==> src/rtl/regfile_wb_queue.sv <==
// regfile_wb_queue
// Write-back queue in front of the 32 x 32-bit register array.
// - Accepts (addr, data) write requests over a valid/ready handshake.
// - Buffers them in a DEPTH-entry FIFO and drains at most one entry per cycle.
// - Each drained entry is presented as a registered one-hot enable plus a data word.
// - Writes to register 0 are accepted but dropped, so r0 stays zero.
// Optional feature: define REGFILE_WB_BYPASS_EN to build the read-bypass
// search over pending writes. Without it, byp_hit/byp_data are tied to zero.

module regfile_wb_queue #(
  parameter int DEPTH = 4,
  parameter int AW    = 5,
  parameter int DW    = 32
) (
  input  logic                       clk,
  input  logic                       clr,
  input  logic                       in_valid,
  output logic                       in_ready,
  input  logic [AW-1:0]              in_addr,
  input  logic [DW-1:0]              in_data,
  input  logic                       drain_en,
  output logic [(1<<AW)-1:0]         we_onehot,
  output logic [DW-1:0]              wr_data,
  output logic [$clog2(DEPTH+1)-1:0] count,
  output logic                       empty,
  output logic                       full,
  input  logic [AW-1:0]              rd_addr,
  output logic                       byp_hit,
  output logic [DW-1:0]              byp_data
);

  localparam int PW = $clog2(DEPTH);
  localparam int CW = $clog2(DEPTH + 1);
  localparam int NR = 1 << AW;

  logic [AW-1:0] mem_addr [DEPTH];
  logic [DW-1:0] mem_data [DEPTH];
  logic [PW-1:0] head;
  logic [PW-1:0] tail;
  logic          push;
  logic          pop;

  assign empty    = (count == '0);
  assign full     = (count == CW'(DEPTH));
  assign in_ready = !full;

  // Address-0 requests complete the handshake but never reach storage.
  assign push = in_valid && in_ready && (in_addr != '0);
  assign pop  = drain_en && !empty;

  // Entry storage; contents are only meaningful while counted as valid.
  always_ff @(posedge clk) begin
    if (push) begin
      mem_addr[tail] <= in_addr;
      mem_data[tail] <= in_data;
    end
  end

  // Pointers and occupancy; pointers wrap naturally since DEPTH is a power of two.
  always_ff @(posedge clk) begin
    if (clr) begin
      head  <= '0;
      tail  <= '0;
      count <= '0;
    end else begin
      if (push) tail <= tail + PW'(1);
      if (pop)  head <= head + PW'(1);
      case ({push, pop})
        2'b10:   count <= count + CW'(1);
        2'b01:   count <= count - CW'(1);
        default: count <= count;
      endcase
    end
  end

  // Output stage: enable pulses for one cycle per pop, data holds between pops.
  always_ff @(posedge clk) begin
    if (clr) begin
      we_onehot <= '0;
      wr_data   <= '0;
    end else if (pop) begin
      we_onehot <= NR'(1) << mem_addr[head];
      wr_data   <= mem_data[head];
    end else begin
      we_onehot <= '0;
    end
  end

`ifdef REGFILE_WB_BYPASS_EN
  logic [AW-1:0] out_addr;
  logic [PW-1:0] idx;

  // Address of the word currently on the output stage, for bypass matching.
  always_ff @(posedge clk) begin
    if (clr) begin
      out_addr <= '0;
    end else if (pop) begin
      out_addr <= mem_addr[head];
    end
  end

  // Search oldest to youngest so the youngest match is the one left standing.
  always_comb begin
    byp_hit  = 1'b0;
    byp_data = '0;
    idx      = head;
    if ((|we_onehot) && (out_addr == rd_addr)) begin
      byp_hit  = 1'b1;
      byp_data = wr_data;
    end
    for (int i = 0; i < DEPTH; i++) begin
      idx = head + PW'(i);
      if ((CW'(i) < count) && (mem_addr[idx] == rd_addr)) begin
        byp_hit  = 1'b1;
        byp_data = mem_data[idx];
      end
    end
    if (rd_addr == '0) begin
      byp_hit  = 1'b0;
      byp_data = '0;
    end
  end
`else
  logic unused_rd_addr;

  assign unused_rd_addr = ^rd_addr;
  assign byp_hit        = 1'b0;
  assign byp_data       = '0;
`endif

endmodule

==> config.mk <==
export PLATFORM = sky130hd
export DESIGN_NAME = regfile_wb_queue
export DESIGN_NICKNAME = d
export VERILOG_FILES = /design/src/rtl/regfile_wb_queue.sv
export SDC_FILE = /design/constraint.sdc
export NUM_CORES = 1
export LEC_CHECK = 0
export ABC_CLOCK_PERIOD_IN_PS = 2550
export CAP_MARGIN = 20
export CORE_MARGIN = 5
export CORE_UTILIZATION = 45
export CTS_CLUSTER_DIAMETER = 40
export DETAILED_ROUTE_END_ITERATION = 16
export GPL_TIMING_DRIVEN = 1
export PLACE_DENSITY = 0.75
export RECOVER_POWER = 100
export SLEW_MARGIN = 0
export SYNTH_ARGS = -nofsm -noshare
export SYNTH_HDL_FRONTEND = slang
export SYNTH_SLANG_ARGS = --single-unit
==> constraint.sdc <==
create_clock -name clk -period 2.55 [get_ports clk]
set_input_delay 0.255 -clock clk [delete_from_list [all_inputs] [get_ports clk]]
set_output_delay 0.255 -clock clk [all_outputs]
set_load 0.05 [all_outputs]
# Yosys cells after proc, flatten, opt, wreduce, memory -nomap -nowiden
# Memories as Yosys holds them, arrays and structs flattened. A register that Yosys moved wholly into a read port is not among the register bits.
# Cells that the tools add are included.
# W data, S select, Z words.
[op_classes] reduce_logical=9 n_eq_ne=3 n_mux=5 n_shift=1 n_addsub=4 bitwise_logic=1
[ops] operator="$shl A1 B5 Y32 const A" n=1
[ops] operator="$pmux W3 S2" n=1
[ops] operator="$reduce_bool A5 Y1" n=1
[ops] operator="$add A2 B1 Y2 const B" n=2
[ops] operator="$mux W2" n=2
[ops] operator="$add A3 B1 Y3 const B" n=1
[ops] operator="$eq A3 B3 Y1 const B" n=1
[ops] operator="$logic_and A1 B1 Y1" n=3
[ops] operator="$logic_not A3 Y1" n=1
[ops] operator="$sub A3 B1 Y3 const B" n=1
[ops] operator="$eq A2 B1 Y1 const B" n=1
[ops] operator="$eq A2 B2 Y1 const B" n=1
[ops] operator="$logic_not A1 Y1" n=2
[ops] operator="$mux W1" n=2
[ops] operator="$reduce_bool A2 Y1" n=1
[ops] operator="$reduce_or A2 Y1" n=1
[ops] operator="$not A1 Y1" n=1
[word_totals] in_bits=46 output_inout_bits=103 reg_bits=39 ramBits=148 mem_count=2 elab_cells=29
[mem_list] memory="mem_data" words=4 word_bits=32 rd=1 rd_clocked_by_memory_dff=1 wr=1 line_no="37" rtl="logic [DW-1:0] mem_data [DEPTH];"
[mem_list] memory="mem_addr" words=4 word_bits=5 rd=1 rd_clocked_by_memory_dff=1 wr=1 line_no="36" rtl="logic [AW-1:0] mem_addr [DEPTH];"

# Depth between registers and ports, before layout
# Gate-level depths: netlist of run 1.
[logic_depth] ltp_word=6 mapped_depth=9 mapped_depth_nobuf=9

# Least setup slack after synthesis of run 1
# OpenSTA, ideal clock, no wires.
[synth_path] path_kind="register -> register" start="reg count[2]" end="reg count[2]" path_stages_with_launch=10 synth_period_minus_slack_ns=2.926 path_buffers=0 arrival_time_ns=2.855 setup_ns=0.070 slack_ns=-0.376 t_required_ns=2.480 path_cell_list="dfxtp_1 or3b_2 o211a_1 inv_1 ha_1 inv_1 fa_1 xor2_1 or3_1 a21oi_1"
[synth_between] elab_chain_cells=6 word_cells_on_any_way=13 cone_classes="add/sub (2); eq/ne (3); mux (1); reduce/logical (7)"
[synth_lines] item="start: declaration" line_no="24" rtl="output logic [$clog2(DEPTH+1)-1:0] count,"
[synth_lines] item="start signal: assignment" line_no="69" rtl="2'b10: count <= count + CW'(1);"
[synth_lines] item="start signal: assignment" line_no="70" rtl="2'b01: count <= count - CW'(1);"
[synth_lines] item="start signal: assignment" line_no="71" rtl="default: count <= count;"
[synth_lines] item="$eq A3 B3 Y1 (*)" line_no="44" rtl="assign full = (count == CW'(DEPTH));"
[synth_lines] item="$logic_not A1 Y1 (*)" line_no="45" rtl="assign in_ready = !full;"
[synth_lines] item="via in_ready" line_no="18" rtl="output logic in_ready,"
[synth_lines] item="$logic_and A1 B1 Y1 (*) (2 in series)" line_no="48" rtl="assign push = in_valid && in_ready && (in_addr != '0);"
[synth_lines] item="$eq A2 B1 Y1 / $eq A2 B2 Y1 (equally long branches)" line_no="68" rtl="case ({push, pop})"
[synth_lines] item="$pmux W3 S2 / $reduce_bool A2 Y1 (equally long branches)"
# Mark *: on every way through the listed nets, which the timed path passes. The rest lies on a longest branch.
# A chain may end at the register's enable or synchronous reset.

# Final worst setup path of run 1
[layout_path] start="reg count[0]" end="out full"
[layout_between] elab_chain_cells=1
[layout_lines] item="$eq A3 B3 Y1" line_no="44"
[layout_lines] item="end: declaration" line_no="26" rtl="output logic full,"
# Every way passes these cells.

==> impl_metrics.ini, run 1 <==
[timing]
holdWs_ps = 97.5
setup_viol = 0
hold_viol = 0
finalWorstPathRequiredPeriod_ps = 2430
fin_crit_sh_pct = 95.5
slew_headroom_pct = 40.6
tns_ps = 0
worst_pin_slew_ps = 891
maxSlewViolCount = 0
skew_ps = 21.2
max_freq_ghz = 0.411
rsz0062_at_grt = no
timing.final.ws_setup_ps = 115

[routing]
ant_nets = 0
drc_errors = 0
wl_per_cell_um = 17.3
drtPass1Iterations = 4
via_count = 4352
wl_um = 15300
drt_iter0_markers = 222
routed_via_density = 4.91

[placement]
dp.cells = 837
port_buffers = 110
place_ws_ps = -272
dpl_cell_area_mm2 = 0.00939
place_congestion = 0.775
dpl.hpwl_um = 9570

[setup_path]
max_stage_delay_ps = 800
critPathTopFamily = buffers and inverters
end_kind = output port
critPathRequiredTime_ps = 2300
crit_type = register to output port
cp_slowest_cell = clkdlybuf4s50_1
path_max_fanout = 6
worstPathArrival_ps = 2180
crit_buf_inv = 2
worst_setup_path_start_kind = register
cp_cell_sequence = or3b_1, inv_1, clkdlybuf4s50_1

[die]
dieArea_mm2 = 0.0207
rows = 49
die_height_um = 144
die_x_um = 144
start_util_pct = 45.3
core_area_mm2 = 0.0178
ios = 149

[synthesis]
synth_top_area_share_pct = 55.2
yosysMostFrequentCell = edfxtp_1
ys.warnings.count = 0
synthTopCellsByCount = edfxtp_1, nand2_1, dfxtp_1, mux4_2, a21oi_1
synth_ff_type = edfxtp_1
syn_area_per_cell_um2 = 15.9
syn-instance-count = 506
synthArstFlopShare_pct = 0
syn_area_mm2 = 0.00805
synth_top_cell_by_area = edfxtp_1
synth_area_leaders = edfxtp_1, dfxtp_1, mux4_2
synth_edf_count = 148
ys_ff_latch = 221
yosysSeqAreaShare_pct = 73.3
synth.distinct_cells = 35

[global_route]
grt_max_degree = 38
grt_remaining_overflow = 0
grt_pass1_vias = 4490
antenna_found_initial = 0
grt_pass1_wl_um = 24100
track_usage_pct = 15.0

[clock_network]
h-tree-depth = 1
cts_tree = built
clk_pin_slew_ps = 60
clock-sinks = 221
cts_setup_buffers = 0
clockBufferDepth = 3
postCtsHoldBufs = 0
cts-root-buf = clkbuf_16
worstSkewPairLatency_ps = 520
cts_resized = 0
cts_inserted_buffers = 27

[final_layout]
diodes = 0
post-route-util_pct = 57.3
layout-drive-gt1-share_pct = 16.0
areaGrowthSynthToFinish_pct = 26.4
instances_no_fill = 887
postLayoutCellArea_mm2 = 0.0102
nNetsFinal = 689

[power_and_ir_drop]
total_power_mw = 10.8
irDropWorstVdd_mv = 0.639
seq_power_share_pct = 41.4
p_sw_share_pct = 31.1
leakagePower_nw = 3.69
pwr-share-comb_pct = 24.5
pwr-share-clk_pct = 34.1
p_sw_mw = 3.35
powerDensity_mw_per_mm2 = 1060
intPower_mw = 7.43

[min_path]
hp-class = input pin to register

[status]
run_status = completed

[flow_run]
cap_violations = 0
-- state kept, by name, summed over array words and instances, names as in the netlist, named ones only --
name       flops
count          3
head           2
we_onehot     32
mem_data     128
tail           2
wr_data       32
mem_addr      20
-- layer usage --
metal / vias up / share of wire [%] / track usage (%) / routed length, um
met3: 31 / 6.6 / 3.33 / 1020
met4: 0 / 2.7 / 4.86 / 411
met2: 155 / 51 / 26.5 / 7770
li1: 2031 / - / - / -
met5: - / 0 / 0 / 0
met1: 2135 / 40 / 18.3 / 6130
-- cell families (layout without fill, tap and decap cells) --
family          after synthesis  in the layout  synth area share (%)
compound gates               38             38                  2.63
xor+xnor                      5              5                 0.544
fa+ha+maj                     6              6                  1.03
buf+inv                      63            183                  4.78
flops                       221            221                  73.3
mux                          37             37                  10.3
other cells                   1             33                0.0466
simple gates                135            135                  7.30
-- area by class of cell --
type	count	area (um^2)
fill	1364	7600
timing repair buffer	125	1200
inverter	8	30.0
clock inverter	16	140
clock buffer	34	754
tap	229	287
multi-input combinational	254	1860
sequential	221	5910
-- cell usage in the layout (no fill, tap or decap), drive strengths merged --
cell / netlist / layout
nor3b: 2 / 2
edfxtp: 148 / 148
and2: 5 / 5
o211a: 1 / 1
mux4: 37 / 37
nor3: 3 / 3
fa: 1 / 1
and3: 2 / 2
ha: 5 / 5
xnor2: 2 / 2
clkinvlp: 0 / 1
dlygate4sd3: 0 / 106
and4b: 1 / 1
or3b: 1 / 1
nand2: 76 / 76
a21oi: 35 / 35
buf: 42 / 4
inv: 8 / 13
or2: 1 / 1
bufinv: 0 / 1
nor2: 37 / 37
nand2b: 2 / 2
o31ai: 1 / 1
xor2: 3 / 3
o21ai: 1 / 1
or3: 1 / 1
clkdlybuf4s50: 0 / 3
conb: 1 / 33
dfxtp: 73 / 73
clkbuf: 13 / 46
or4: 1 / 1
clkinv: 0 / 9
nor2b: 3 / 3
-- power by group through the flow --
stage,clock network [mW],logic (mW),registers [mW]
after floorplan,0,1.54,5.01
after global placement,0,2.78,4.53
after detailed placement,0,2.82,4.55
after CTS,3.75,2.84,4.48
after global routing,3.91,2.85,4.51
final,3.67,2.64,4.46
-- path summary, 6_finish.rpt --
check,start,to,slack [ps],depth (start not counted)
max,count[0]$_SDFFE_PP0P_,full,120,3
min,clr,wr_data[30]$_SDFFE_PP0P_,100,2
max reg2reg,count[0]$_SDFFE_PP0P_,count[2]$_SDFFE_PP0P_,230,9
min reg2reg,wr_data[19]$_SDFFE_PP0P_,wr_data[19]$_SDFFE_PP0P_,450,2
(Power assumes the default switching activity.)
==> inputs of run 2 (changes only) <==
--- a/config.mk
+++ b/config.mk
@@ -5,14 +5,14 @@
 export SDC_FILE = /design/constraint.sdc
 export NUM_CORES = 1
 export LEC_CHECK = 0
-export ABC_CLOCK_PERIOD_IN_PS = 2550
+export ABC_CLOCK_PERIOD_IN_PS = 2900
 export CAP_MARGIN = 20
 export CORE_MARGIN = 5
 export CORE_UTILIZATION = 45
 export CTS_CLUSTER_DIAMETER = 40
 export DETAILED_ROUTE_END_ITERATION = 16
 export GPL_TIMING_DRIVEN = 1
-export PLACE_DENSITY = 0.75
+export PLACE_DENSITY = 0.7
 export RECOVER_POWER = 100
 export SLEW_MARGIN = 0
 export SYNTH_ARGS = -nofsm -noshare
==> constraint.sdc (replaced) <==
create_clock -name clk -period 2.9 [get_ports clk]
set_input_delay 0.29 -clock clk [delete_from_list [all_inputs] [get_ports clk]]
set_output_delay 0.29 -clock clk [all_outputs]
set_load 0.05 [all_outputs]
==> run 2 against run 1 <==
Clock power fell by 11%. Critical path type unchanged. Combinational power fell by 14%. Non-clock buffer count fell by 7. Wire length fell by 0.99%. Highest routed layer unchanged. Largest cell class unchanged. Core utilization fell by 0.091 points. Cell count fell by 0.23%. Register-to-register slack improved by 260 ps. Critical path depth did not move.
==> impl_metrics.ini, run 2 (same netlist as run 1, synthesis figures left out) <==
[routing]
drt_iter0_markers = 201
drc_errors = 0
drtPass1Iterations = 4
via_count = 4360
routed_via_density = 4.93
wl_um = 15200
wl_per_cell_um = 17.2
ant_nets = 0

[die]
rows = 49
die_height_um = 144
dieArea_mm2 = 0.0207
die_x_um = 144
core_area_mm2 = 0.0178
ios = 149
start_util_pct = 45.3

[final_layout]
layout-drive-gt1-share_pct = 16.3
postLayoutCellArea_mm2 = 0.0102
fillers = 1408
nNetsFinal = 684
multi_input_area_mm2 = 0.00186
top_regs = mem_data (128), we_onehot (32), wr_data (32)
final_common_cell = edfxtp_1
final_cell_mix = edfxtp_1, dlygate4sd3_1, nand2_1
ff_latch_area_mm2 = 0.00591
areaGrowthSynthToFinish_pct = 26.2
largest_reg_flops = 128
top_register = mem_data

[min_path]
min_to = wr_data[29]$_SDFFE_PP0P_
min_from = clr
holdPathStages = 2
hp-class = input pin to register

[timing]
slew_headroom_pct = 31.6
holdWs_ps = 122
tns_ps = 0
fin_crit_sh_pct = 90.2
rsz0062_at_grt = no
timing.final.ws_setup_ps = 284
hold_viol = 0
skew_ps = 15.4
maxSlewViolCount = 0
setup_viol = 0
max_freq_ghz = 0.382
worst_pin_slew_ps = 1030
finalWorstPathRequiredPeriod_ps = 2620

[clock_network]
cts-root-buf = clkbuf_16
cts_tree = built
h-tree-depth = 1
worstSkewPairLatency_ps = 530
cts_resized = 0
clk_pin_slew_ps = 60
clock-sinks = 221
postCtsHoldBufs = 0
cts_inserted_buffers = 29
clockBufferDepth = 3
cts_setup_buffers = 0

[global_route]
grt_pass1_wl_um = 24500
track_usage_pct = 15.2
grt_max_degree = 38
antenna_found_initial = 1
grt_remaining_overflow = 0
grt_pass1_vias = 4617

[power_and_ir_drop]
leakagePower_nw = 3.68
irDropWorstVdd_mv = 0.603
powerDensity_mw_per_mm2 = 935

[placement]
place_congestion = 0.708
dpl.hpwl_um = 9560
place_ws_ps = 51.1
port_buffers = 110
dpl_cell_area_mm2 = 0.00928

[flow_run]
cap_violations = 0

[setup_path]
end_kind = output port
worstPathArrival_ps = 2330
rr_endpoint = count[2]$_SDFFE_PP0P_
crit_type = register to output port
worstReg2RegStart = count[0]$_SDFFE_PP0P_
r2r_cells = 9
worst_setup_path_start_kind = register
r2r_slack_ps = 490
path_max_fanout = 6
critPathRequiredTime_ps = 2610

[status]
run_status = completed
run 2: cell count changes in the layout (fill, tap and decap cells not counted), sizes merged:
cell	change
clkbuf	-8
inv	+4
clkinv	+2
buf	-1
bufinv	-1
clkdlybuf4s50	-1
clkinvlp	+1
diode	+1
dlygate4sd3	+1
run 2: area by class of cell:
type,count,area share [%]
antenna,1,0.0246
clock buffer,32,7.35
tap,229,2.82
inverter,8,0.295
sequential,221,58.1
multi-input combinational,254,18.3
clock inverter,22,1.75
timing repair buffer,118,11.3
run 2: critical path: stages, from the launching register on:
cell,delay [ps]
dfxtp_1,360
or3b_2,510
inv_1,60
dlygate4sd3_1,860
run 2: worst max path at each step:
stage	startpoint	endpoint	slack (ps)	cells after the start
floorplan	count[0]$_SDFFE_PP0P_	count[2]$_SDFFE_PP0P_	110	9
global placement	in_addr[0]	count[2]$_SDFFE_PP0P_	80	10
detailed placement	in_addr[0]	count[2]$_SDFFE_PP0P_	50	10
CTS	count[0]$_SDFFE_PP0P_	full	280	3
global route	count[0]$_SDFFE_PP0P_	full	200	3
finish	count[0]$_SDFFE_PP0P_	full	280	3
run 2: metal layers:
metal	up-vias	routed length, um	global-route usage [%]
met5	-	0	0
met2	147	7640	26.8
li1	2039	-	-
met4	0	276	4.51
met1	2153	6250	19.2
met3	21	1010	2.96
run 2: through the flow:
stage | total power [mW] | cells | utilization (%)
3_3_place_gp | 6.39 | 830 | 52.2
2_1_floorplan | 5.75 | 538 | -
4_1_cts | 9.73 | 884 | 57.4
3_5_place_dp | 6.44 | 830 | 52.2
5_1_grt | 9.98 | 885 | 57.2
6_report | 9.51 | 885 | 57.2
run 2: power breakdown:
group          internal, mW  switching (mW)
Combinational         0.809            1.45
Clock                  1.91            1.36
Sequential             3.75           0.224
